--- src/rtl/axil_mem_bist_if.sv ---
// AXI4-Lite channel bundle between the BIST sequencer (master) and the memory slave.
// A transfer happens on every rising ACLK edge where VALID and READY are both high; once raised,
// VALID and its payload stay stable until that edge, and READY may rise or fall at any time.
interface axil_mem_bist_if #(
  parameter int DW = 32
);
  logic [31:0]     AWADDR;
  logic            AWVALID;
  logic            AWREADY;
  logic [DW-1:0]   WDATA;
  logic [DW/8-1:0] WSTRB;
  logic            WVALID;
  logic            WREADY;
  logic [1:0]      BRESP;
  logic            BVALID;
  logic            BREADY;
  logic [31:0]     ARADDR;
  logic            ARVALID;
  logic            ARREADY;
  logic [DW-1:0]   RDATA;
  logic [1:0]      RRESP;
  logic            RVALID;
  logic            RREADY;

  modport master (
    output AWADDR, AWVALID, WDATA, WSTRB, WVALID, BREADY, ARADDR, ARVALID, RREADY,
    input  AWREADY, WREADY, BRESP, BVALID, ARREADY, RDATA, RRESP, RVALID
  );

  modport slave (
    input  AWADDR, AWVALID, WDATA, WSTRB, WVALID, BREADY, ARADDR, ARVALID, RREADY,
    output AWREADY, WREADY, BRESP, BVALID, ARREADY, RDATA, RRESP, RVALID
  );
endinterface

--- src/rtl/axil_mem_bist.sv ---
// AXI4-Lite memory BIST master: writes a seeded pattern to every word, reads it back and
// reports mismatch / error-response counts and the first failing word.
module axil_mem_bist #(
  parameter int          DW        = 32,
  parameter int          NUM_WORDS = 256,
  parameter logic [31:0] BASE_ADDR = 32'h0
) (
  input  logic          ACLK,
  input  logic          ARESET,
  input  logic          start,
  input  logic          abort,
  input  logic [1:0]    mode,
  input  logic [DW-1:0] seed,
  output logic          busy,
  output logic          done,
  output logic          pass,
  output logic          aborted,
  output logic [15:0]   err_count,
  output logic [15:0]   resp_err_count,
  output logic [31:0]   fail_addr,
  output logic [DW-1:0] fail_data,
  output logic [2:0]    dbg_state,
  axil_mem_bist_if.master m_axil
);

  localparam int IW = (NUM_WORDS > 1) ? $clog2(NUM_WORDS) : 1;

  typedef enum logic [2:0] {
    IDLE    = 3'd0,
    WR_REQ  = 3'd1,
    WR_RESP = 3'd2,
    RD_REQ  = 3'd3,
    RD_RESP = 3'd4,
    DONE    = 3'd5
  } state_e;

  state_e          state, state_n;
  logic [IW-1:0]   idx;
  logic [1:0]      mode_q;
  logic [DW-1:0]   seed_q;
  logic            aw_done, w_done, abort_pend;
  logic [31:0]     awaddr_q, araddr_q;
  logic [DW-1:0]   wdata_q;
  logic            aw_valid, w_valid, b_ready, ar_valid, r_ready;
  logic            aw_hs, w_hs, stop, last;
  logic [IW-1:0]   idx_nxt;
  logic [DW-1:0]   rd_exp;

  function automatic logic [DW-1:0] pattern(input logic [1:0] m, input logic [DW-1:0] s,
                                            input logic [IW-1:0] i);
    logic [DW-1:0] iw;
    iw = DW'(i);
    case (m)
      2'd0:    return s;
      2'd1:    return s + iw;
      2'd2:    return i[0] ? ~s : s;
      default: return ~(s + iw);
    endcase
  endfunction

  function automatic logic [31:0] word_addr(input logic [IW-1:0] i);
    return BASE_ADDR + 32'(i);
  endfunction

  function automatic logic [15:0] sat_inc(input logic [15:0] c);
    return (c == 16'hFFFF) ? c : c + 16'd1;
  endfunction

  assign aw_hs   = aw_valid && m_axil.AWREADY;
  assign w_hs    = w_valid && m_axil.WREADY;
  // A latched abort pulse and a live abort level are treated alike at transaction end.
  assign stop    = abort || abort_pend;
  assign last    = (idx == IW'(NUM_WORDS - 1));
  assign idx_nxt = idx + IW'(1);
  assign rd_exp  = pattern(mode_q, seed_q, idx);

  always_ff @(posedge ACLK) begin
    if (ARESET) state <= IDLE;
    else        state <= state_n;
  end

  always_comb begin
    state_n  = state;
    aw_valid = 1'b0;
    w_valid  = 1'b0;
    b_ready  = 1'b0;
    ar_valid = 1'b0;
    r_ready  = 1'b0;
    case (state)
      IDLE, DONE: if (start) state_n = WR_REQ;
      WR_REQ: begin
        aw_valid = !aw_done;
        w_valid  = !w_done;
        if ((aw_done || m_axil.AWREADY) && (w_done || m_axil.WREADY)) state_n = WR_RESP;
      end
      WR_RESP: begin
        b_ready = 1'b1;
        if (m_axil.BVALID) state_n = stop ? DONE : (last ? RD_REQ : WR_REQ);
      end
      RD_REQ: begin
        ar_valid = 1'b1;
        if (m_axil.ARREADY) state_n = RD_RESP;
      end
      RD_RESP: begin
        r_ready = 1'b1;
        if (m_axil.RVALID) state_n = (stop || last) ? DONE : RD_REQ;
      end
      default: state_n = IDLE;
    endcase
  end

  always_ff @(posedge ACLK) begin
    if (ARESET) begin
      idx            <= '0;
      mode_q         <= '0;
      seed_q         <= '0;
      aw_done        <= 1'b0;
      w_done         <= 1'b0;
      abort_pend     <= 1'b0;
      awaddr_q       <= '0;
      wdata_q        <= '0;
      araddr_q       <= '0;
      busy           <= 1'b0;
      done           <= 1'b0;
      aborted        <= 1'b0;
      err_count      <= '0;
      resp_err_count <= '0;
      fail_addr      <= '0;
      fail_data      <= '0;
    end else begin
      if (abort && busy) abort_pend <= 1'b1;
      case (state)
        IDLE, DONE: begin
          if (start) begin
            idx            <= '0;
            mode_q         <= mode;
            seed_q         <= seed;
            aw_done        <= 1'b0;
            w_done         <= 1'b0;
            abort_pend     <= 1'b0;
            awaddr_q       <= word_addr('0);
            wdata_q        <= pattern(mode, seed, '0);
            busy           <= 1'b1;
            done           <= 1'b0;
            aborted        <= 1'b0;
            err_count      <= '0;
            resp_err_count <= '0;
            fail_addr      <= '0;
            fail_data      <= '0;
          end
        end
        WR_REQ: begin
          if (aw_hs) aw_done <= 1'b1;
          if (w_hs)  w_done  <= 1'b1;
        end
        WR_RESP: begin
          if (m_axil.BVALID) begin
            if (m_axil.BRESP != 2'b00) resp_err_count <= sat_inc(resp_err_count);
            aw_done <= 1'b0;
            w_done  <= 1'b0;
            if (stop) begin
              busy    <= 1'b0;
              done    <= 1'b1;
              aborted <= 1'b1;
            end else if (last) begin
              idx      <= '0;
              araddr_q <= word_addr('0);
            end else begin
              idx      <= idx_nxt;
              awaddr_q <= word_addr(idx_nxt);
              wdata_q  <= pattern(mode_q, seed_q, idx_nxt);
            end
          end
        end
        RD_RESP: begin
          if (m_axil.RVALID) begin
            if (m_axil.RDATA != rd_exp) begin
              err_count <= sat_inc(err_count);
              if (err_count == 16'd0) begin
                fail_addr <= araddr_q;
                fail_data <= m_axil.RDATA;
              end
            end
            if (m_axil.RRESP != 2'b00) resp_err_count <= sat_inc(resp_err_count);
            if (stop || last) begin
              busy    <= 1'b0;
              done    <= 1'b1;
              aborted <= stop;
            end else begin
              idx      <= idx_nxt;
              araddr_q <= word_addr(idx_nxt);
            end
          end
        end
        default: ;
      endcase
    end
  end

  assign pass      = done && !aborted && (err_count == 16'd0) && (resp_err_count == 16'd0);
  assign dbg_state = state;

  assign m_axil.AWADDR  = awaddr_q;
  assign m_axil.AWVALID = aw_valid;
  assign m_axil.WDATA   = wdata_q;
  assign m_axil.WSTRB   = '1;
  assign m_axil.WVALID  = w_valid;
  assign m_axil.BREADY  = b_ready;
  assign m_axil.ARADDR  = araddr_q;
  assign m_axil.ARVALID = ar_valid;
  assign m_axil.RREADY  = r_ready;

endmodule

--- src/flat_wrapper.sv ---
// flat-port wrapper written by rule: the top's interface ports become plain ports
module axil_mem_bist_flat 
#(
  parameter int          DW        = 32,
  parameter int          NUM_WORDS = 256,
  parameter logic [31:0] BASE_ADDR = 32'h0
)
  (ACLK, ARESET, start, abort, mode, seed, busy, done, pass, aborted, err_count, resp_err_count, fail_addr, fail_data, dbg_state, m_axil_AWADDR, m_axil_AWVALID, m_axil_WDATA, m_axil_WSTRB, m_axil_WVALID, m_axil_BREADY, m_axil_ARADDR, m_axil_ARVALID, m_axil_RREADY, m_axil_AWREADY, m_axil_WREADY, m_axil_BRESP, m_axil_BVALID, m_axil_ARREADY, m_axil_RDATA, m_axil_RRESP, m_axil_RVALID);
  axil_mem_bist_if #(.DW(DW)) m_axil_i ();
  input  logic ACLK;
  input  logic ARESET;
  input  logic start;
  input  logic abort;
  input  logic [1:0] mode;
  input  logic [DW-1:0] seed;
  output logic busy;
  output logic done;
  output logic pass;
  output logic aborted;
  output logic [15:0] err_count;
  output logic [15:0] resp_err_count;
  output logic [31:0] fail_addr;
  output logic [DW-1:0] fail_data;
  output logic [2:0] dbg_state;
  output wire logic [$bits(m_axil_i.AWADDR)-1:0] m_axil_AWADDR;
  output wire logic [$bits(m_axil_i.AWVALID)-1:0] m_axil_AWVALID;
  output wire logic [$bits(m_axil_i.WDATA)-1:0] m_axil_WDATA;
  output wire logic [$bits(m_axil_i.WSTRB)-1:0] m_axil_WSTRB;
  output wire logic [$bits(m_axil_i.WVALID)-1:0] m_axil_WVALID;
  output wire logic [$bits(m_axil_i.BREADY)-1:0] m_axil_BREADY;
  output wire logic [$bits(m_axil_i.ARADDR)-1:0] m_axil_ARADDR;
  output wire logic [$bits(m_axil_i.ARVALID)-1:0] m_axil_ARVALID;
  output wire logic [$bits(m_axil_i.RREADY)-1:0] m_axil_RREADY;
  input wire logic [$bits(m_axil_i.AWREADY)-1:0] m_axil_AWREADY;
  input wire logic [$bits(m_axil_i.WREADY)-1:0] m_axil_WREADY;
  input wire logic [$bits(m_axil_i.BRESP)-1:0] m_axil_BRESP;
  input wire logic [$bits(m_axil_i.BVALID)-1:0] m_axil_BVALID;
  input wire logic [$bits(m_axil_i.ARREADY)-1:0] m_axil_ARREADY;
  input wire logic [$bits(m_axil_i.RDATA)-1:0] m_axil_RDATA;
  input wire logic [$bits(m_axil_i.RRESP)-1:0] m_axil_RRESP;
  input wire logic [$bits(m_axil_i.RVALID)-1:0] m_axil_RVALID;
  assign m_axil_AWADDR = m_axil_i.AWADDR;
  assign m_axil_AWVALID = m_axil_i.AWVALID;
  assign m_axil_WDATA = m_axil_i.WDATA;
  assign m_axil_WSTRB = m_axil_i.WSTRB;
  assign m_axil_WVALID = m_axil_i.WVALID;
  assign m_axil_BREADY = m_axil_i.BREADY;
  assign m_axil_ARADDR = m_axil_i.ARADDR;
  assign m_axil_ARVALID = m_axil_i.ARVALID;
  assign m_axil_RREADY = m_axil_i.RREADY;
  assign m_axil_i.AWREADY = m_axil_AWREADY;
  assign m_axil_i.WREADY = m_axil_WREADY;
  assign m_axil_i.BRESP = m_axil_BRESP;
  assign m_axil_i.BVALID = m_axil_BVALID;
  assign m_axil_i.ARREADY = m_axil_ARREADY;
  assign m_axil_i.RDATA = m_axil_RDATA;
  assign m_axil_i.RRESP = m_axil_RRESP;
  assign m_axil_i.RVALID = m_axil_RVALID;
  axil_mem_bist #(.DW(DW), .NUM_WORDS(NUM_WORDS), .BASE_ADDR(BASE_ADDR)) u_core (.ACLK(ACLK), .ARESET(ARESET), .start(start), .abort(abort), .mode(mode), .seed(seed), .busy(busy), .done(done), .pass(pass), .aborted(aborted), .err_count(err_count), .resp_err_count(resp_err_count), .fail_addr(fail_addr), .fail_data(fail_data), .dbg_state(dbg_state), .m_axil(m_axil_i));
endmodule
--- config.mk ---
export PLATFORM = sky130hd
export DESIGN_NAME = axil_mem_bist_flat
export DESIGN_NICKNAME = d
export VERILOG_FILES = /design/src/rtl/axil_mem_bist_if.sv /design/src/rtl/axil_mem_bist.sv /design/src/flat_wrapper.sv
export SDC_FILE = /design/constraint.sdc
export NUM_CORES = 1
export LEC_CHECK = 0
export ABC_AREA = 1
export CORE_MARGIN = 5
export CORE_UTILIZATION = 40
export CTS_BUF_LIST = sky130_fd_sc_hd__clkbuf_2 sky130_fd_sc_hd__clkbuf_4 sky130_fd_sc_hd__clkbuf_8
export DETAILED_ROUTE_END_ITERATION = 12
export PLACE_DENSITY = 0.78
export SLEW_MARGIN = 20
export SYNTH_ARGS = -nofsm -noshare
export SYNTH_HDL_FRONTEND = slang
export SYNTH_SLANG_ARGS = --single-unit
--- constraint.sdc ---
create_clock -name ACLK -period 7 [get_ports ACLK]
set_clock_uncertainty 0.2 [all_clocks]
set_input_delay 0.7 -clock ACLK [delete_from_list [all_inputs] [get_ports ACLK]]
set_output_delay 0.7 -clock ACLK [all_outputs]
set_load 0.05 [all_outputs]
==> metrics.cfg, run 1 <==
[run_status]
run_status=finished, final reports clean

[clock_tree]
clock_latency_ns=0.51
cts_hold_buf=0
cts.path.max_buffers=2
path_clk_slew_ns=0.12
cts-root-buf=clkbuf_8
cts_setup_buffers=0
post_cts_resized=0
htree_num_levels=4
numCtsBuffers=17
cts_tree=built
cts_sinks=171

[critical_path]
cp-end-kind=flop
critPathTopFamily=simple AND/OR/NAND/NOR gates
cpPeakStageDelay_ns=0.81
path_cells=nand2_4 -> inv_2 -> nand2_1 -> nand3_1 -> a21oi_1 -> nor2_1 -> nand3_1 -> nor2_1 -> nand2_1 -> a21oi_1 -> nand2_1 -> nor2_1 -> nand3_1 -> nor2_1 -> nand2_4 -> nand2_2 -> nand2_1 -> nand2_1 -> nor2_1
path_class=reg -> reg
crit_buf_inv=1
cp_slowest_cell=inv_2
startpoint_type=flop
critPathRequiredTime_ns=7.21
crit_arrival_ns=5.08
path_max_fanout=104

[logic_synthesis]
ys_warn_count=0
synthFlopType=dfxtp_1
ys_seq_elements=171
synth-async-reset-ratio_pct=0
ys_seq_area_share_pct=26.2
synthCells=2156
synth_area_um2=13100
synth_area_per_cell_um2=6.07
synth.distinct_cells=52
synth_edf_count=0

[power]
p_sw_share_pct=55.6
clkPwrFrac_pct=13.2
p_leak_nw=6.58
p_switching_mw=3.35
p_int_mw=2.67
ir_worst_vdd_mv=0.269
p_comb_share_pct=60.1
pwr_density_cell_nw_per_um2=389
power_frac_seq_pct=26.7

[layout]
final_nets=2378
antenna_cells=0
drive_above_1_share_pct=3.63
fin_cells=2731
synthToLayoutAreaGrowth_pct=18.2

[global_route]
grt_use_met3_pct=5.77
use_met1_pct=36.4
antenna_found_initial=0
grt_pass1_wl_um=71000
met2_usage_pct=35.3
grt-ovfl-total=0
grtUsageTotal_pct=24.2
first_global_vias=12700
grt_max_degree=105
busiest_layer=met1

[sta]
fin_crit_ns=4.87
setup_ws_ns=2.13
worst_slew_pin_slew_ns=1.06
setup_tns_ns=0
rsz0062_at_grt=false
slew_viol_final=0
relSlewSlack_pct=29.3
setup_viol=0
period_share_pct=69.6
holdWs_ns=0.277
max_clock_freq_ghz=0.205
hold_viol=0

[detailed_routing]
num_vias=14300
via_per_inst=5.22
ant_nets=0
drt-initial-drc-count=1197
first_pass_iters=5
drc=0
wire_per_inst_um=16.8
finalWirelength_um=45900

[placement]
portBuffers=210
place_congestion=0.959
dp_hpwl_um=34600
placedCellCount=2699
dp_slack_ns=2.18

[floorplanning]
num_rows=66
initial_core_util_pct=40.3
dieArea_um2=36400
die_h_um=191
placeableCoreArea_um2=32500
die_x_um=191
io-pin-count=287

[run]
maxCapViolCount=0

[worst_hold_path]
hp-class=reg -> reg

## logic make-up after synthesis
kind of cell | synth area share [%]
DFF | 26.2
other | 0.0574
AOI/OAI and AO/OA | 18.1
xor gates and xnor gates | 4.62
adders and majority gates | 2.31
and+or+nand+nor | 34.4
buffers and inverters | 14.3
## tightest hold or removal path: stages, from the launching register on
cell and delay (ns):
dfxtp_1 0.34, inv_1 0.05, a21oi_1 0.05
## worst paths after layout
path                                                     from  slack (ns)                           endpoint  cells after the start
worst max-delay path            u_core.mode_q[1]$_SDFFE_PP0P_        2.13  u_core.fail_data[14]$_SDFFE_PP0P_                     19
worst min-delay path               u_core.w_done$_SDFFE_PP0P_        0.28         u_core.w_done$_SDFFE_PP0P_                      2
worst max register to register  u_core.mode_q[1]$_SDFFE_PP0P_        2.13  u_core.fail_data[14]$_SDFFE_PP0P_                     19
worst min register to register     u_core.w_done$_SDFFE_PP0P_        0.28         u_core.w_done$_SDFFE_PP0P_                      2
## synthesized netlist by cell type, drive strengths merged, types with 5 or more instances
cell      n  area, um2
nand2   509       1930
nor2    252        992
nand3   228       1160
a21oi   214       1070
inv     205        769
dfxtp   171       3420
o21ai   156        781
buf     126        841
clkbuf   68        256
xor2     41        359
xnor2    28        245
ha       21        263
nand4    21        131
nor3     17        105
o221ai   15        131
nand3b   14        105
nor4      8       50.1
o211ai    7       52.6
o21bai    7       52.6
a221oi    6       52.6
a22oi     6       45.0
or2       5       31.3
## sequential cells by signal (all words and copies together) (netlist names)
name	cells
u_core.w_done	1
u_core.resp_err_count	16
u_core.aw_done	1
u_core.m_axil.ARADDR	8
u_core.aborted	1
u_core.fail_data	32
u_core.dbg_state	3
u_core.fail_addr	8
u_core.idx	8
u_core.m_axil.WDATA	32
u_core.abort_pend	1
u_core.m_axil.AWADDR	8
u_core.err_count	16
u_core.mode_q	2
u_core.seed_q	32
u_core.busy	1
u_core.done	1
## power groups by stage
stage	Clock (mW)	Sequential (mW)	Combinational (mW)
3_5_place_dp	0	1.61	3.56
2_1_floorplan	0	2.15	2.01
4_1_cts	0.815	1.59	3.58
5_1_grt	0.858	1.64	3.95
6_report	0.794	1.61	3.62
3_3_place_gp	0	1.61	3.53
## through the flow
stage	power, mW	utilization [%]	area, um2
after floorplan	4.16	-	13400
after global placement	5.14	46.3	15000
after detailed placement	5.18	46.3	15000
after CTS	5.99	47.7	15500
after global routing	6.45	47.7	15500
final	6.02	47.7	15500
## per-layer routing
| layer | up-vias | share of wire, % |
|---|---|---|
| li1 | 7155 | - |
| met1 | 6423 | 47 |
| met2 | 648 | 42 |
| met3 | 37 | 9.5 |
| met4 | 0 | 1.3 |
| met5 | - | 0 |
## area by class of cell
class | instances | area, um2
fill | 3389 | 17000
multi-input combinational | 1658 | 8100
sequential | 171 | 3420
timing repair buffer | 221 | 2180
inverter | 207 | 777
tap | 442 | 553
clock buffer | 17 | 234
clock inverter | 15 | 198
## layout by cell type (no fill, tap or decap), types with 28 or more instances in the layout
| master | n |
|---|---|
| nand2_1 | 503 |
| nor2_1 | 244 |
| nand3_1 | 226 |
| a21oi_1 | 214 |
| clkdlybuf4s50_1 | 210 |
| inv_1 | 189 |
| dfxtp_1 | 171 |
| o21ai_0 | 151 |
| conb_1 | 76 |
| xor2_1 | 41 |
| xnor2_1 | 28 |
No activity file was read; power rests on OpenSTA's default activity.
==> run 2: changes to the inputs <==
--- a/config.mk
+++ b/config.mk
@@ -10,7 +10,7 @@
 export CORE_UTILIZATION = 40
 export CTS_BUF_LIST = sky130_fd_sc_hd__clkbuf_2 sky130_fd_sc_hd__clkbuf_4 sky130_fd_sc_hd__clkbuf_8
 export DETAILED_ROUTE_END_ITERATION = 12
-export PLACE_DENSITY = 0.78
+export PLACE_DENSITY = 0.8
 export SLEW_MARGIN = 20
 export SYNTH_ARGS = -nofsm -noshare
 export SYNTH_HDL_FRONTEND = slang
==> constraint.sdc (replaced) <==
create_clock -name ACLK -period 3.9 [get_ports ACLK]
set_clock_uncertainty 0.2 [all_clocks]
set_input_delay 0.39 -clock ACLK [delete_from_list [all_inputs] [get_ports ACLK]]
set_output_delay 0.39 -clock ACLK [all_outputs]
set_load 0.05 [all_outputs]
==> run 2 against run 1 <==
Setup slack got worse by 1.8 ns. Register-to-register slack got worse by 1.8 ns. Critical path depth fell by 12. Clock power rose by 68%. Clock-buffer cell count did not move. Global-route usage rose by 0.74 points. Worst hold slack got worse by 0.019 ns. Non-clock buffer count rose by 54. Wire length rose by 3.2%. Largest power group unchanged.
==> metrics.cfg, run 2 (synthesis gave the netlist of run 1 again) <==
[critical_path]
crit_arrival_ns=3.02
startpoint_type=flop
cp-end-kind=primary output
path_class=reg -> out
r2r_end=u_core.m_axil.WDATA[23]$_SDFFE_PP0P_
critPathRequiredTime_ns=3.31
path_max_fanout=5
worst-r2r-cell-count=19
critPathTopFamily=simple AND/OR/NAND/NOR gates
cpPeakStageDelay_ns=0.88
r2r_setup_slack_ns=0.30
regToRegStartpoint=u_core.idx[1]$_SDFFE_PP0P_
path_cells=inv_1 -> ha_1 -> nand2_1 -> nor4_1 -> nand3_1 -> nor3_1 -> clkdlybuf4s50_1
crit_buf_inv=2
cp_slowest_cell=clkdlybuf4s50_1

[power]
p_leak_nw=6.86
p_switching_mw=6.09
p_sw_share_pct=55.1
power_mw=11.1
power_frac_seq_pct=25.1
clkPwrFrac_pct=12.1
p_int_mw=4.97
ir_worst_vdd_mv=0.446
pwr_density_cell_nw_per_um2=695
p_comb_share_pct=62.8

[floorplanning]
num_rows=66
die_x_um=191
placeableCoreArea_um2=32500
initial_core_util_pct=40.3
die_h_um=191
io-pin-count=287
dieArea_um2=36400

[detailed_routing]
first_pass_iters=7
wire_per_inst_um=17.0
drt-initial-drc-count=1264
ant_nets=0
num_vias=14700
via_per_inst=5.26
finalWirelength_um=47400
drc=0

[layout]
final_common_cell=nand2_1
final_core_util_pct=49.0
drive_above_1_share_pct=5.98
final_nets=2432
antenna_cells=0
layout_common_cells=nand2_1, nor2_1, nand3_1
nFillCells=3360
synthToLayoutAreaGrowth_pct=21.6

[worst_hold_path]
min_to=u_core.w_done$_SDFFE_PP0P_
hp-class=in -> reg
min-delay-start=m_axil_WREADY
hold_depth=3

[run]
maxCapViolCount=0

[sta]
setup_ws_ns=0.290
relSlewSlack_pct=25.3
setup_viol=0
fin_crit_ns=3.61
slew_viol_final=0
period_share_pct=92.6
worst_slew_pin_slew_ns=1.12
hold_viol=0
rsz0062_at_grt=false
max_clock_freq_ghz=0.277
setup_tns_ns=0

[clock_tree]
clock_latency_ns=0.52
cts_setup_buffers=0
path_clk_slew_ns=0.12
cts_tree=built
numCtsBuffers=17
cts-root-buf=clkbuf_8
htree_num_levels=4
cts.path.max_buffers=2
cts_sinks=171
cts_hold_buf=0

[global_route]
grtUsageTotal_pct=25.0
first_global_vias=13200
grt_max_degree=59
grt_pass1_wl_um=72700
grt-ovfl-total=0
antenna_found_initial=0

[placement]
place_congestion=0.982
dp_slack_ns=0.250
portBuffers=210
dp_hpwl_um=36600

[run_status]
run_status=finished, final reports clean

-- run 2: cell types whose count changed in the layout (fill, tap and decap cells not counted), sizes merged --
cell    delta
buf       +54
bufinv     -1
inv        +1
-- run 2: layout make-up --
cell class	count	area, um2	share of cell area [%]
clock inverter	15	173	1.08
timing repair buffer	275	2650	16.7
inverter	207	777	4.88
sequential	171	3420	21.5
clock buffer	17	234	1.47
tap	442	553	3.47
multi-input combinational	1658	8100	50.9
-- run 2: worst reg2reg max path: stages (launching register included) --
cell,delay (ns)
dfxtp_1,0.41
ha_1,0.19
nand2_1,0.05
inv_1,0.09
nand2_1,0.07
xor2_1,0.14
inv_1,0.18
ha_1,0.32
nand2_1,0.08
inv_1,0.04
a21oi_1,0.23
o21ai_0,0.16
buf_4,0.17
nand3_1,0.05
o21ai_0,0.10
or2_2,0.30
nand3_1,0.08
o221ai_1,0.12
o21ai_0,0.35
a21oi_1,0.12
-- run 2: power groups by stage --
stage	combinational [mW]	sequential, mW	clock (mW)
6_report	6.95	2.78	1.33
5_1_grt	7.55	2.85	1.43
4_1_cts	6.87	2.76	1.37
3_5_place_dp	6.85	2.79	0
3_3_place_gp	6.77	2.79	0
2_1_floorplan	3.60	3.86	0
-- run 2: how the worst max path moves through the flow --
stage,start,endpoint,slack [ns],cells after the start
2_1_floorplan,u_core.idx[0]$_SDFFE_PP0P_,u_core.m_axil.WDATA[31]$_SDFFE_PP0P_,0.39,22
3_3_place_gp,u_core.idx[0]$_SDFFE_PP0P_,u_core.m_axil.WDATA[11]$_SDFFE_PP0P_,0.26,20
3_5_place_dp,u_core.idx[0]$_SDFFE_PP0P_,u_core.m_axil.WDATA[11]$_SDFFE_PP0P_,0.25,20
5_1_grt,u_core.idx[1]$_SDFFE_PP0P_,u_core.m_axil.WDATA[31]$_SDFFE_PP0P_,0.04,21
4_1_cts,u_core.idx[0]$_SDFFE_PP0P_,u_core.m_axil.WDATA[11]$_SDFFE_PP0P_,0.21,20
6_report,u_core.err_count[0]$_SDFFE_PP0P_,pass,0.29,7
-- run 2: repair_timing --
action,in CTS,in global routing
endpoints found under the hold margin,0,0
endpoints found under the setup margin,0,26
resized for setup,0,4
-- run 2: metrics by stage --
step	hold slack (ns)	cells	instance area, um2
2_1_floorplan	0.236	2230	13400
3_3_place_gp	0.247	2753	15500
3_5_place_dp	0.256	2753	15500
4_1_cts	0.233	2785	15900
5_1_grt	0.251	2785	15900
6_report	0.258	2785	15900
-- run 2: per-layer routing --
metal	wire (um)	GRT usage, %	up-vias
li1	-	-	7271
met1	21800	36.7	6638
met2	19700	36.5	691
met3	4870	6.21	61
met4	932	6.13	0
met5	0	0	-
==> run 3: changes to the inputs <==
--- a/config.mk
+++ b/config.mk
@@ -10,6 +10,7 @@
 export CORE_UTILIZATION = 40
 export CTS_BUF_LIST = sky130_fd_sc_hd__clkbuf_2 sky130_fd_sc_hd__clkbuf_4 sky130_fd_sc_hd__clkbuf_8
 export DETAILED_ROUTE_END_ITERATION = 12
+export GPL_ROUTABILITY_DRIVEN = 0
 export PLACE_DENSITY = 0.8
 export SLEW_MARGIN = 20
 export SYNTH_ARGS = -nofsm -noshare
==> run 3 against run 2 <==
Non-clock buffer count shrank 22. Register-to-register slack worse by 0.06 ns. Clock-buffer cell count up 3. Critical path depth increased by 13. Power shrank 1.6%. Combinational power shrank 4.5%. Sequential share of layout area grew 0.11 points. Via count increased by 1.4%. Final cell count is 0.68% lower. Critical path type is now reg -> reg. Critical endpoint is now u_core.m_axil.WDATA[20]$_SDFFE_PP0P_. Highest routed layer unchanged.
==> metrics.cfg, run 3 (synthesis gave the netlist of run 1 again) <==
[run_status]
run_status=finished, final reports clean

[critical_path]
path_class=reg -> reg
crit_arrival_ns=3.83
startpoint_type=flop
r2r_end=u_core.m_axil.WDATA[20]$_SDFFE_PP0P_
cp-end-kind=flop
cpPeakStageDelay_ns=0.42
worst-r2r-cell-count=20
timing.critical_path.mode_cell=nand2_1
r2r_setup_slack_ns=0.24
critPathRequiredTime_ns=4.08
critPathTopFamily=simple AND/OR/NAND/NOR gates
crit_buf_inv=3
path_cells=ha_1 -> inv_1 -> fa_1 -> inv_1 -> nand3_1 -> nand2_1 -> nand2_1 -> nand2_1 -> nand2_1 -> nand2_1 -> nand2_1 -> nand2_1 -> inv_1 -> nor2_2 -> nand2_1 -> nor2_1 -> xor2_1 -> or2_2 -> nand3_1 -> a21oi_1
regToRegStartpoint=u_core.idx[0]$_SDFFE_PP0P_
cp_slowest_cell=ha_1
path_max_fanout=7

[layout]
multi_input_area_um2=8140
nFillCells=3260
drive_above_1_share_pct=5.30
final_core_util_pct=48.8
layout_common_cells=nand2_1, nor2_1, nand3_1
final_common_cell=nand2_1
final_nets=2411
regArea_um2=3420
synthToLayoutAreaGrowth_pct=21.0

[floorplanning]
die_x_um=191
num_rows=66
dieArea_um2=36400
die_h_um=191
io-pin-count=287
placeableCoreArea_um2=32500
initial_core_util_pct=40.3

[global_route]
first_global_vias=13200
antenna_found_initial=2
grt-ovfl-total=0
grt_max_degree=128
grtUsageTotal_pct=23.6
grt_pass1_wl_um=69800

[detailed_routing]
dr.max_layer_used=met4
wl_met3_um=4770
first_pass_iters=8
num_vias=14900
wl_met1_um=19700
finalWirelength_um=45100
wire_per_inst_um=16.3
via_per_inst=5.37
drc=0
drt-initial-drc-count=1402
route.met2.wl_um=19300
ant_nets=0

[clock_tree]
numCtsBuffers=17
cts.path.max_buffers=2
clock_latency_ns=0.50
htree_num_levels=4
path_clk_slew_ns=0.10
cts_tree=built
cts_hold_buf=0
cts-root-buf=clkbuf_8
cts_sinks=171

[sta]
holdWs_ns=0.279
hold_viol=0
slew_viol_final=0
setup_ws_ns=0.244
fin_crit_ns=3.66
period_share_pct=93.8
max_clock_freq_ghz=0.273
relSlewSlack_pct=48.5
worst_slew_pin_slew_ns=0.771
setup_viol=0

[power]
clkPwrFrac_pct=12.8
p_int_mw=4.99
p_comb_share_pct=61.0
power_frac_seq_pct=26.1
p_leak_nw=6.78
power_mw=10.9
pwr_density_cell_nw_per_um2=687
p_sw_share_pct=54.1
ir_worst_vdd_mv=0.559
p_switching_mw=5.89

[worst_hold_path]
min_to=u_core.m_axil.WDATA[2]$_SDFFE_PP0P_
hp-class=reg -> reg
hold_depth=2
min-delay-start=u_core.m_axil.WDATA[2]$_SDFFE_PP0P_

[run]
maxCapViolCount=0

[placement]
dp_slack_ns=0.195
dp_hpwl_um=34200
portBuffers=210

run 3: power by group through the flow:
stage | registers (mW) | logic (mW) | clock network, mW
2_1_floorplan | 3.86 | 3.60 | 0
3_3_place_gp | 2.84 | 6.38 | 0
3_5_place_dp | 2.85 | 6.52 | 0
4_1_cts | 2.82 | 6.55 | 1.43
5_1_grt | 2.91 | 7.21 | 1.51
6_report | 2.84 | 6.64 | 1.40
run 3: worst min-delay path: cells and delay by family (launching register included):
family          cells  cell delay [ns]
flops               1             0.32
simple gates        1             0.06
compound gates      1             0.06
run 3: final cells by class:
| type | instances | share of cell area, % |
|---|---|---|
| clock buffers | 20 | 1.74 |
| well taps | 442 | 3.49 |
| clock inverters | 12 | 0.964 |
| flip-flops and latches | 171 | 21.6 |
| inverters | 207 | 4.91 |
| multi-input cells | 1659 | 51.4 |
| repair buffers | 253 | 15.9 |
| diodes | 2 | 0.0316 |
run 3: layer usage:
layer	track usage, %	vias to the layer above
li1	-	7223
met4	7.98	0
met1	33.3	6728
met5	0	-
met2	35.4	830
met3	5.46	84
run 3: repair_timing:
action / 4_1_cts / 5_1_grt
resized for setup: 0 / 10
buffers inserted: 0 / 1
endpoints found under the setup margin: 0 / 62
run 3: worst max-delay path by stage:
stage	startpoint	end	slack, ns	cells after the start
after floorplan	u_core.idx[0]$_SDFFE_PP0P_	u_core.m_axil.WDATA[31]$_SDFFE_PP0P_	0.39	22
after global placement	u_core.idx[0]$_SDFFE_PP0P_	u_core.m_axil.WDATA[20]$_SDFFE_PP0P_	0.32	20
after detailed placement	u_core.idx[0]$_SDFFE_PP0P_	u_core.m_axil.WDATA[11]$_SDFFE_PP0P_	0.19	20
after CTS	u_core.idx[0]$_SDFFE_PP0P_	u_core.m_axil.WDATA[11]$_SDFFE_PP0P_	0.18	20
after global routing	u_core.idx[1]$_SDFFE_PP0P_	u_core.m_axil.WDATA[21]$_SDFFE_PP0P_	-0.02	20
final	u_core.idx[0]$_SDFFE_PP0P_	u_core.m_axil.WDATA[20]$_SDFFE_PP0P_	0.24	20
run 3: through the flow:
stage / TNS (ns) / std cells / instance area [um2]
5_1_grt: -0.0350 / 2766 / 15800
2_1_floorplan: 0 / 2230 / 13400
3_5_place_dp: 0 / 2730 / 15400
3_3_place_gp: 0 / 2730 / 15400
6_report: 0 / 2766 / 15800
4_1_cts: 0 / 2762 / 15800
